**src/rtl/token_fifo0.sv**
```systemverilog
// Zero-width token FIFO: occupancy count, registered full/empty flags, sticky error.
// Optional macro TOKEN_FIFO0_BYPASS_EN lets ENQ pass straight to DEQ when empty.
module token_fifo0 #(
  parameter int DEPTH = 4,
  parameter int CW    = 3
) (
  input  logic          CLK,
  input  logic          RST_N,
  input  logic          ENQ,
  output logic          FULL_N,
  input  logic          DEQ,
  output logic          EMPTY_N,
  input  logic          CLR,
  output logic [CW-1:0] COUNT,
  output logic          ERR
);

  localparam logic [CW-1:0] LP_DEPTH = CW'(DEPTH);
  localparam logic [CW-1:0] LP_ONE   = CW'(1);

  logic [CW-1:0] r_count;
  logic          r_full_n;
  logic          r_empty_n;
  logic          r_err;

  logic [CW-1:0] w_next;
  logic          w_enq_ok;
  logic          w_deq_ok;
  logic          w_viol;

  assign w_enq_ok = ENQ & r_full_n;

`ifdef TOKEN_FIFO0_BYPASS_EN
  // An enqueue on an empty FIFO can feed a same-cycle dequeue.
  assign w_deq_ok = DEQ & (r_empty_n | ENQ);
  assign EMPTY_N  = r_empty_n | ENQ;
`else
  assign w_deq_ok = DEQ & r_empty_n;
  assign EMPTY_N  = r_empty_n;
`endif

  assign w_viol = (ENQ & ~r_full_n) | (DEQ & ~w_deq_ok);

  // Arithmetic only on legal ops, so the count cannot wrap.
  always_comb begin
    w_next = r_count;
    if (CLR) begin
      w_next = '0;
    end else if (w_enq_ok && !w_deq_ok) begin
      w_next = r_count + LP_ONE;
    end else if (w_deq_ok && !w_enq_ok) begin
      w_next = r_count - LP_ONE;
    end
  end

  always_ff @(posedge CLK or negedge RST_N) begin
    if (!RST_N) begin
      r_count   <= '0;
      r_full_n  <= 1'b1;
      r_empty_n <= 1'b0;
      r_err     <= 1'b0;
    end else begin
      r_count   <= w_next;
      r_full_n  <= (w_next != LP_DEPTH);
      r_empty_n <= (w_next != '0);
      if (CLR) begin
        r_err <= 1'b0;
      end else if (w_viol) begin
        r_err <= 1'b1;
      end
    end
  end

  assign FULL_N = r_full_n;
  assign COUNT  = r_count;
  assign ERR    = r_err;

endmodule

```
**config.mk**
```make
export PLATFORM = sky130hd
export DESIGN_NAME = token_fifo0
export DESIGN_NICKNAME = d
export VERILOG_FILES = /design/src/rtl/token_fifo0.sv
export SDC_FILE = /design/constraint.sdc
export NUM_CORES = 1
export LEC_CHECK = 0
export BUFFER_PORTS_ARGS = -buffer_cell sky130_fd_sc_hd__buf_2
export CAP_MARGIN = 0
export CORE_AREA = 8 8 45 47
export DETAILED_ROUTE_END_ITERATION = 16
export DIE_AREA = 0 0 53 55
export GPL_TIMING_DRIVEN = 0
export PLACE_DENSITY = 0.49
export SLEW_MARGIN = 15
export SYNTH_ARGS = -nofsm -noshare
export SYNTH_HDL_FRONTEND = slang
export SYNTH_SLANG_ARGS = --single-unit
```
**constraint.sdc**
```tcl
create_clock -name CLK -period 4.15 [get_ports CLK]
set_input_delay 0.2075 -clock CLK [delete_from_list [all_inputs] [get_ports CLK]]
set_output_delay 0.2075 -clock CLK [all_outputs]
set_load 0.03 [all_outputs]
```
## Word level (Yosys, flattened, before mapping)

Index checks and enable logic that the tools add are counted.
Widths: inputs -> output; s select.

- Flip-flop bits (word level): 6
- Input port bits: 5
- Output and inout port bits: 6
- Word-level logic and storage cells: 25

- Add/sub/neg operators: 2
- Eq/ne operators: 1
- Multiplexer cells: 5
- Bitwise logic cells: 7
- Reduce and logical (&&, ||, !) cells: 6

Operators by type and width:

| cell | number |
|---|---|
| $mux 3 | 3 |
| $and 1x1->1 | 4 |
| $add 3x1->3 const B | 1 |
| $ne 3x3->1 const B | 1 |
| $reduce_bool 3->1 | 1 |
| $sub 3x1->3 const B | 1 |
| $logic_and 1x1->1 | 2 |
| $logic_not 1->1 | 2 |
| $mux 1 | 2 |
| $not 1->1 | 2 |
| $reduce_bool 2->1 | 1 |
| $or 1x1->1 | 1 |

## Longest topological paths before layout

Gate-level depths: netlist of run 1.

- Depth in word-level cells: 7
- Gate-level depth with buffers: 6
- Depth with buffers taken out: 6

## Least setup slack after synthesis of run 1

No wires, ideal clock.

- Kind: reg-to-reg
- Start: reg r_count[0] (netlist: COUNT[0])
- End: reg r_full_n (netlist: FULL_N)
- Setup time: 0.090 ns
- Data arrival time: 1.552 ns
- Data required time: 4.060 ns
- Path slack: 2.508 ns
- Stages on the path, launching flop included: 7
- Path buffers: 0
- Period minus slack after synthesis: 1.642 ns
- Path through: dfrtp_1 -> inv_1 -> ha_1 -> a21boi_1 -> xnor2_1 -> mux2_2 -> nand4bb_1

- Longest elaborated chain between the ends: 5
- Elaborated cells between the ends (all ways): 6
- Those cells by class: add/sub: 2; eq/ne: 1; mux: 3

RTL lines:

| what | line | source |
|---|---|---|
| from (decl) | 21 | `logic [CW-1:0] r_count;` |
| from (signal assigned) | 63 | `r_count <= w_next;` |
| $sub 3x1->3 | 52 | `w_next = r_count - LP_ONE;` |
| $mux 3 | 51 | `end else if (w_deq_ok && !w_enq_ok) begin` |
| $mux 3 * | 49 | `end else if (w_enq_ok && !w_deq_ok) begin` |
| $mux 3 * | 47 | `if (CLR) begin` |
| $ne 3x3->1 * | 64 | `r_full_n <= (w_next != LP_DEPTH);` |
| to (signal assigned) | 64 |  |
| to (decl) | 22 | `logic r_full_n;` |

Every way passes the cells marked *; elsewhere a longest branch is shown, timed or not.
A chain may end at the register's enable or synchronous reset.

## Worst setup path after layout of run 1

Ends and elaborated chain as after synthesis.

==> run summary, run 1 <==
Worst setup path
- **WP data arrival** 1.70 ns
- **ordered list of cells on the worst path** inv_1, ha_1, a21boi_1, xnor2_1, mux2_2, nand4bb_1
- **family with the most delay on the worst path** flip-flops
- **crit end category** flip-flop
- **reg-to-reg slack, setup** 2.60 ns
- **depth of the most critical reg-to-reg path** 6
- **maximum fanout encountered on the critical timing path** 5
- **Crit path required time** 4.30 ns
- **Critical path buffers and inverters** 1
- **slowest cell on the critical path** sky130_fd_sc_hd__dfrtp_1
- **beginning of the worst register-to-register path** COUNT[0]$_DFF_PN0_
- **critical path class** reg -> reg
- **Setup crit start kind** flip-flop
- **Crit Reg-Reg Endpoint** FULL_N$_DFF_PN1_
- **stage delay of the slowest cell on the critical path** 0.41 ns

Worst hold path
- **terminating pin of the worst hold path** EMPTY_N$_DFF_PN0_
- **worst hold start** CLR
- **kind of path behind the tightest hold check** in -> reg
- **hold depth** 2

Finish
- **NumNets Final** 60
- **layout cell share with drive strength beyond 1** 0.327
- **area added between synthesis and finish** 29.2%
- **most used cells in the layout excluding fill and tap cells** sky130_fd_sc_hd__buf_2, sky130_fd_sc_hd__dfrtp_1, sky130_fd_sc_hd__nor2_1
- **utilization of the core after routing** 0.340
- **number of inserted filler cells in the final layout** 163
- **multi-input combinational cell area** 198 sq um
- **commonest non-fill, non-tap cell in the layout** sky130_fd_sc_hd__buf_2
- **area of all sequential standard cells** 151 sq um
- **diode insertion count for antenna repair** 0

CTS
- **Max Buffers Root-to-Sink** 2
- **source-to-sink clock delay at the later pin of the worst-skew pair** 0.24 ns
- **# resized after CTS** 0
- **cell at the root of the clock tree** sky130_fd_sc_hd__clkbuf_4
- **CTS clk-pin slew, worst paths** 0.05 ns
- **Num CTS Buffers** 3
- **H-tree depth** 1
- **TritonCTS Sinks** 6
- **clock tree from TritonCTS** done

STA
- **relative slew slack** 0.817
- **shortest period the worst path allows** 1.55 ns
- **maximum achievable frequency** 0.646 GHz
- **Slew @ Worst Pin** 0.274 ns
- **Hold Fails Final Rpt** 0
- **Pins Over Slew Limit** 0
- **total negative slack** 0 ns
- **Worst Clk Skew** 0.00729 ns
- **period utilization** 0.373
- **final setup violating endpoints** 0
- **unrepaired setup endpoints after global routing** false

Detailed routing
- **number of DRC violations after detailed routing** 0
- **met3 wire len** 59 microns
- **wire length per cell** 12.4 microns
- **Detail Route Antenna Nets** 0
- **count of TritonRoute iterations in the first routing pass** 2
- **Detailed Route Iter0 Violations** 3
- **via count** 310
- **final WL** 846 microns
- **met1 layer wirelength in the final routing** 362 microns
- **met2 wirelength from detailed routing** 423 microns
- **top routing layer in use** met3
- **drt via density** 4.56

Yosys
- **synthesized-area fraction occupied by ao, oa, aoi and oai cells** 0.168
- **distinct cell type count after synthesis** 21
- **number of nets produced by synthesis** 44
- **share of synthesized area occupied by flip-flops and latches** 0.416
- **mux cell area share after synthesis** 0.0584
- **area fraction in and, or, nand and nor cells after synthesis** 0.151
- **Syn Inst Count** 37
- **fraction of synthesized cell area in xor and xnor cells** 0.0962
- **flip-flop and latch count after synthesis** 6
- **area share of fa/ha/maj cells after synthesis** 0.0687
- **count of synthesis-stage warnings from yosys** 0
- **cell area after technology mapping** 364 sq um
- **mean instance size in the synthesized netlist** 9.84 sq um
- **largest family of logic cells by synthesized area** compound AO/OA/AOI/OAI gates

Flow run
- **maximum capacitance violations** 0

GRT
- **maximum number of pins on one net before global-route repair** 9
- **aggregate global routing overflow** 0
- **number of antenna violations at the first check in global routing** 0
- **via count of the first global-routing pass** 325
- **GR Util All Layers** 0.0664
- **first-pass GRT wire length** 1370 microns

Floorplanning
- **count of pins on the block boundary** 11
- **Die Span X** 53 microns
- **effective utilization at floorplan** 0.263
- **site row count** 14
- **Die Outline Area** 0.00292 sq mm
- **overall die height** 55 microns
- **CORE AREA** 0.00138 sq mm

Power and ir drop
- **maximum ir drop on the vdd rail** 0.161 mV
- **Pleak** 0.239 nW
- **power density normalized to cell area** 537 mW/mm^2

Place
- **routability congestion estimate** 0.656
- **number of input and output port buffers inserted** 10

Status
- **outcome** finished clean

final cells by class:
| type | instances | area share |
|---|---|---|
| tap | 16 | 0.0426 |
| clock buffer | 4 | 0.0559 |
| inverter | 4 | 0.0319 |
| sequential | 6 | 0.322 |
| timing repair buffer | 11 | 0.128 |
| multi-input combinational | 27 | 0.420 |
metrics by stage:
stage                     area, sq um  power (mW)  setup slack [ns]  std cells  hold slack [ns]
after floorplan                   364       0.166              2.51         37          -0.0881
after global placement            434       0.196              2.63         63           0.0343
after detailed placement          434       0.197              2.60         63           0.0350
after CTS                         470       0.258              2.58         68            0.174
after global routing              470       0.274              2.49         68            0.194
final                             470       0.253              2.60         68            0.181
registers in the layout, indices dropped and copies added (netlist names):
register,count
COUNT,3
EMPTY_N,1
FULL_N,1
ERR,1
metal layers:
layer  vias up  track usage
met5         -            0
met3         0       0.0241
met1       147       0.0723
met2         6        0.104
li1        157            -
met4         0       0.0517
synth_stat cells, drive strengths merged:
library cell | count | area (sq um)
mux2i | 1 | 10.0
xor2 | 1 | 8.76
inv | 4 | 15.0
a22o | 1 | 8.76
dfrtp | 5 | 125
o21ai | 1 | 5.00
ha | 2 | 25.0
mux2 | 1 | 11.3
a21o | 1 | 8.76
nand3b | 1 | 7.51
nand3 | 2 | 10.0
o21a | 1 | 7.51
a21oi | 1 | 5.00
nand2 | 2 | 7.51
dfstp | 1 | 26.3
a221oi | 1 | 8.76
a21boi | 1 | 7.51
nand4bb | 1 | 11.3
nor2 | 5 | 18.8
xnor2 | 3 | 26.3
a21bo | 1 | 10.0
cell families after synthesis:
family                   Yosys count
multiplexers                       2
buffers and inverters              4
adder cells (fa/ha/maj)            2
flip-flops                         6
AND/OR/NAND/NOR                   11
XOR/XNOR                           4
AO/OA/AOI/OAI                      8
worst register-to-register path, cell delays in order, from the launching register on:
cell and delay, ns:
sky130_fd_sc_hd__dfrtp_1 0.41, sky130_fd_sc_hd__inv_1 0.10, sky130_fd_sc_hd__ha_1 0.20, sky130_fd_sc_hd__a21boi_1 0.13
sky130_fd_sc_hd__xnor2_1 0.13, sky130_fd_sc_hd__mux2_2 0.30, sky130_fd_sc_hd__nand4bb_1 0.20
power by group:
group          leakage (nW)  total (mW)  internal (mW)  switching [mW]
registers            0.0756      0.0839         0.0707          0.0132
logic                 0.148       0.113         0.0476          0.0649
clock network        0.0150      0.0563         0.0363          0.0200
how the worst max path moves through the flow:
stage,end,from,depth (start not counted)
2_1_floorplan,FULL_N$_DFF_PN1_,COUNT[0]$_DFF_PN0_,6
3_3_place_gp,FULL_N$_DFF_PN1_,COUNT[0]$_DFF_PN0_,6
3_5_place_dp,FULL_N$_DFF_PN1_,COUNT[0]$_DFF_PN0_,6
4_1_cts,FULL_N$_DFF_PN1_,COUNT[0]$_DFF_PN0_,6
5_1_grt,FULL_N$_DFF_PN1_,COUNT[0]$_DFF_PN0_,6
6_report,FULL_N$_DFF_PN1_,COUNT[0]$_DFF_PN0_,6
timing repair:
item / in CTS / in global routing
hold buffers: 1 / 0
hold endpoints to repair: 6 / 0
setup buffers: 0 / 0
Power figures use the tool's default switching activity.
==> run 2: changes to the inputs <==
- clock period: 4.15 -> 1.5 ns (I/O delays scaled with it)
==> run summary, run 2 (synthesis gave the netlist of run 1 again) <==
Place
- **number of input and output port buffers inserted** 10
- **Detail Placement HPWL** 619 microns
- **routability congestion estimate** 0.667
- **# placed instances** 63
- **Placement Cell Area** 437 sq um

Detailed routing
- **count of TritonRoute iterations in the first routing pass** 3
- **number of DRC violations after detailed routing** 0
- **via count** 307
- **Detail Route Antenna Nets** 0
- **Detailed Route Iter0 Violations** 6
- **final WL** 829 microns
- **wire length per cell** 12.2 microns
- **drt via density** 4.51

Worst setup path
- **Setup crit start kind** flip-flop
- **WP data arrival** 1.59 ns
- **maximum fanout encountered on the critical timing path** 5
- **Crit path required time** 1.65 ns
- **family with the most delay on the worst path** flip-flops
- **slowest cell on the critical path** sky130_fd_sc_hd__dfrtp_2
- **Critical path buffers and inverters** 1
- **ordered list of cells on the worst path** inv_2, ha_2, a21boi_2, xnor2_1, mux2_4, nand4bb_1
- **crit end category** flip-flop
- **CP startpoint** COUNT[0]$_DFF_PN0_
- **beginning of the worst register-to-register path** COUNT[0]$_DFF_PN0_
- **stage delay of the slowest cell on the critical path** 0.43 ns
- **critical path class** reg -> reg

STA
- **Slew @ Worst Pin** 0.250 ns
- **period utilization** 0.961
- **Worst Clk Skew** 0.00662 ns
- **unrepaired setup endpoints after global routing** false
- **Hold Fails Final Rpt** 0
- **shortest period the worst path allows** 1.44 ns
- **maximum achievable frequency** 0.694 GHz
- **final setup violating endpoints** 0
- **total negative slack** 0 ns
- **relative slew slack** 0.833
- **Pins Over Slew Limit** 0

CTS
- **CTS clk-pin slew, worst paths** 0.05 ns
- **cell at the root of the clock tree** sky130_fd_sc_hd__clkbuf_4
- **buffers inserted during post-CTS setup optimization** 0
- **H-tree depth** 1
- **clock tree from TritonCTS** done
- **Num CTS Buffers** 3
- **Max Buffers Root-to-Sink** 2
- **TritonCTS Sinks** 6
- **source-to-sink clock delay at the later pin of the worst-skew pair** 0.24 ns

Finish
- **area added between synthesis and finish** 32.6%
- **max FFs per register** 3
- **diode insertion count for antenna repair** 0
- **most used cells in the layout excluding fill and tap cells** sky130_fd_sc_hd__buf_2, sky130_fd_sc_hd__nor2_1
- **Layout Cell Area excl Fill** 483 sq um
- **NumNets Final** 60
- **area of all sequential standard cells** 154 sq um
- **layout cell share with drive strength beyond 1** 0.423
- **multi-input combinational cell area** 208 sq um
- **commonest non-fill, non-tap cell in the layout** sky130_fd_sc_hd__buf_2
- **count of placed standard cells in the final layout, fillers left out** 68
- **number of inserted filler cells in the final layout** 157

GRT
- **first-pass GRT wire length** 1300 microns
- **maximum number of pins on one net before global-route repair** 9
- **via count of the first global-routing pass** 311
- **GR Util All Layers** 0.0620
- **number of antenna violations at the first check in global routing** 0
- **aggregate global routing overflow** 0

Floorplanning
- **count of pins on the block boundary** 11
- **overall die height** 55 microns
- **Die Span X** 53 microns
- **CORE AREA** 0.00138 sq mm
- **effective utilization at floorplan** 0.263
- **site row count** 14
- **Die Outline Area** 0.00292 sq mm

Power and ir drop
- **maximum ir drop on the vdd rail** 0.432 mV
- **power density normalized to cell area** 1480 mW/mm^2
- **Pleak** 0.241 nW

Worst hold path
- **kind of path behind the tightest hold check** in -> reg
- **worst hold start** CLR

Flow run
- **maximum capacitance violations** 0

Status
- **outcome** finished clean

[run 2: final cells by class]
cell class                      instances  area share
Sequential cell                         6       0.319
Multi-Input combinational cell         27       0.430
Tap cell                               16      0.0415
Clock buffer                            4      0.0544
Timing Repair Buffer                   11       0.124
Inverter                                4      0.0311
[run 2: stage by stage]
step / utilization / power (mW) / worst slack [ns] / hold slack, ns
2_1_floorplan: - / 0.463 / 0.000312 / -0.221
3_3_place_gp: 0.316 / 0.546 / 0.0228 / -0.0984
4_1_cts: 0.342 / 0.713 / 0.0154 / 0.0548
3_5_place_dp: 0.316 / 0.545 / 0.0333 / -0.0969
6_report: 0.349 / 0.715 / 0.0583 / 0.0628
5_1_grt: 0.349 / 0.772 / 0.00206 / 0.0657
[run 2: repair_timing]
action | 4_1_cts | 5_1_grt
hold buffers | 1 | 0
resized for setup | 0 | 3
endpoints found under the setup margin | 0 | 1
endpoints found under the hold margin | 6 | 0
[run 2: report_power, final]
group	switching, mW	internal, mW
sequential	0.0379	0.198
clock	0.0578	0.101
combinational	0.178	0.142
total	0.274	0.441
[run 2: routing by layer]
metal / track usage / up-vias / wire [microns]
met3: 0.0187 / 2 / 58
li1: - / 157 / -
met2: 0.0996 / 6 / 383
met5: 0 / - / 0
met1: 0.0613 / 142 / 377
met4: 0.0647 / 0 / 9
[run 2: final timing paths]
check | end | slack [ns] | cells past startpoint
setup / recovery | FULL_N$_DFF_PN1_ | 0.06 | 6
hold / removal | COUNT[2]$_DFF_PN0_ | 0.06 | 2
setup reg to reg | FULL_N$_DFF_PN1_ | 0.06 | 6
hold reg to reg | ERR$_DFFE_PN0P_ | 0.50 | 2
max in group asynchronous | FULL_N$_DFF_PN1_ | 1.09 | 2
min in group asynchronous | ERR$_DFFE_PN0P_ | 0.19 | 2
[run 2: worst register-to-register path, stage by stage (launching register included)]
cell                        delay, ns
sky130_fd_sc_hd__dfrtp_2         0.43
sky130_fd_sc_hd__inv_2           0.08
sky130_fd_sc_hd__ha_2            0.16
sky130_fd_sc_hd__a21boi_2        0.16
sky130_fd_sc_hd__xnor2_1         0.08
sky130_fd_sc_hd__mux2_4          0.29
sky130_fd_sc_hd__nand4bb_1       0.17
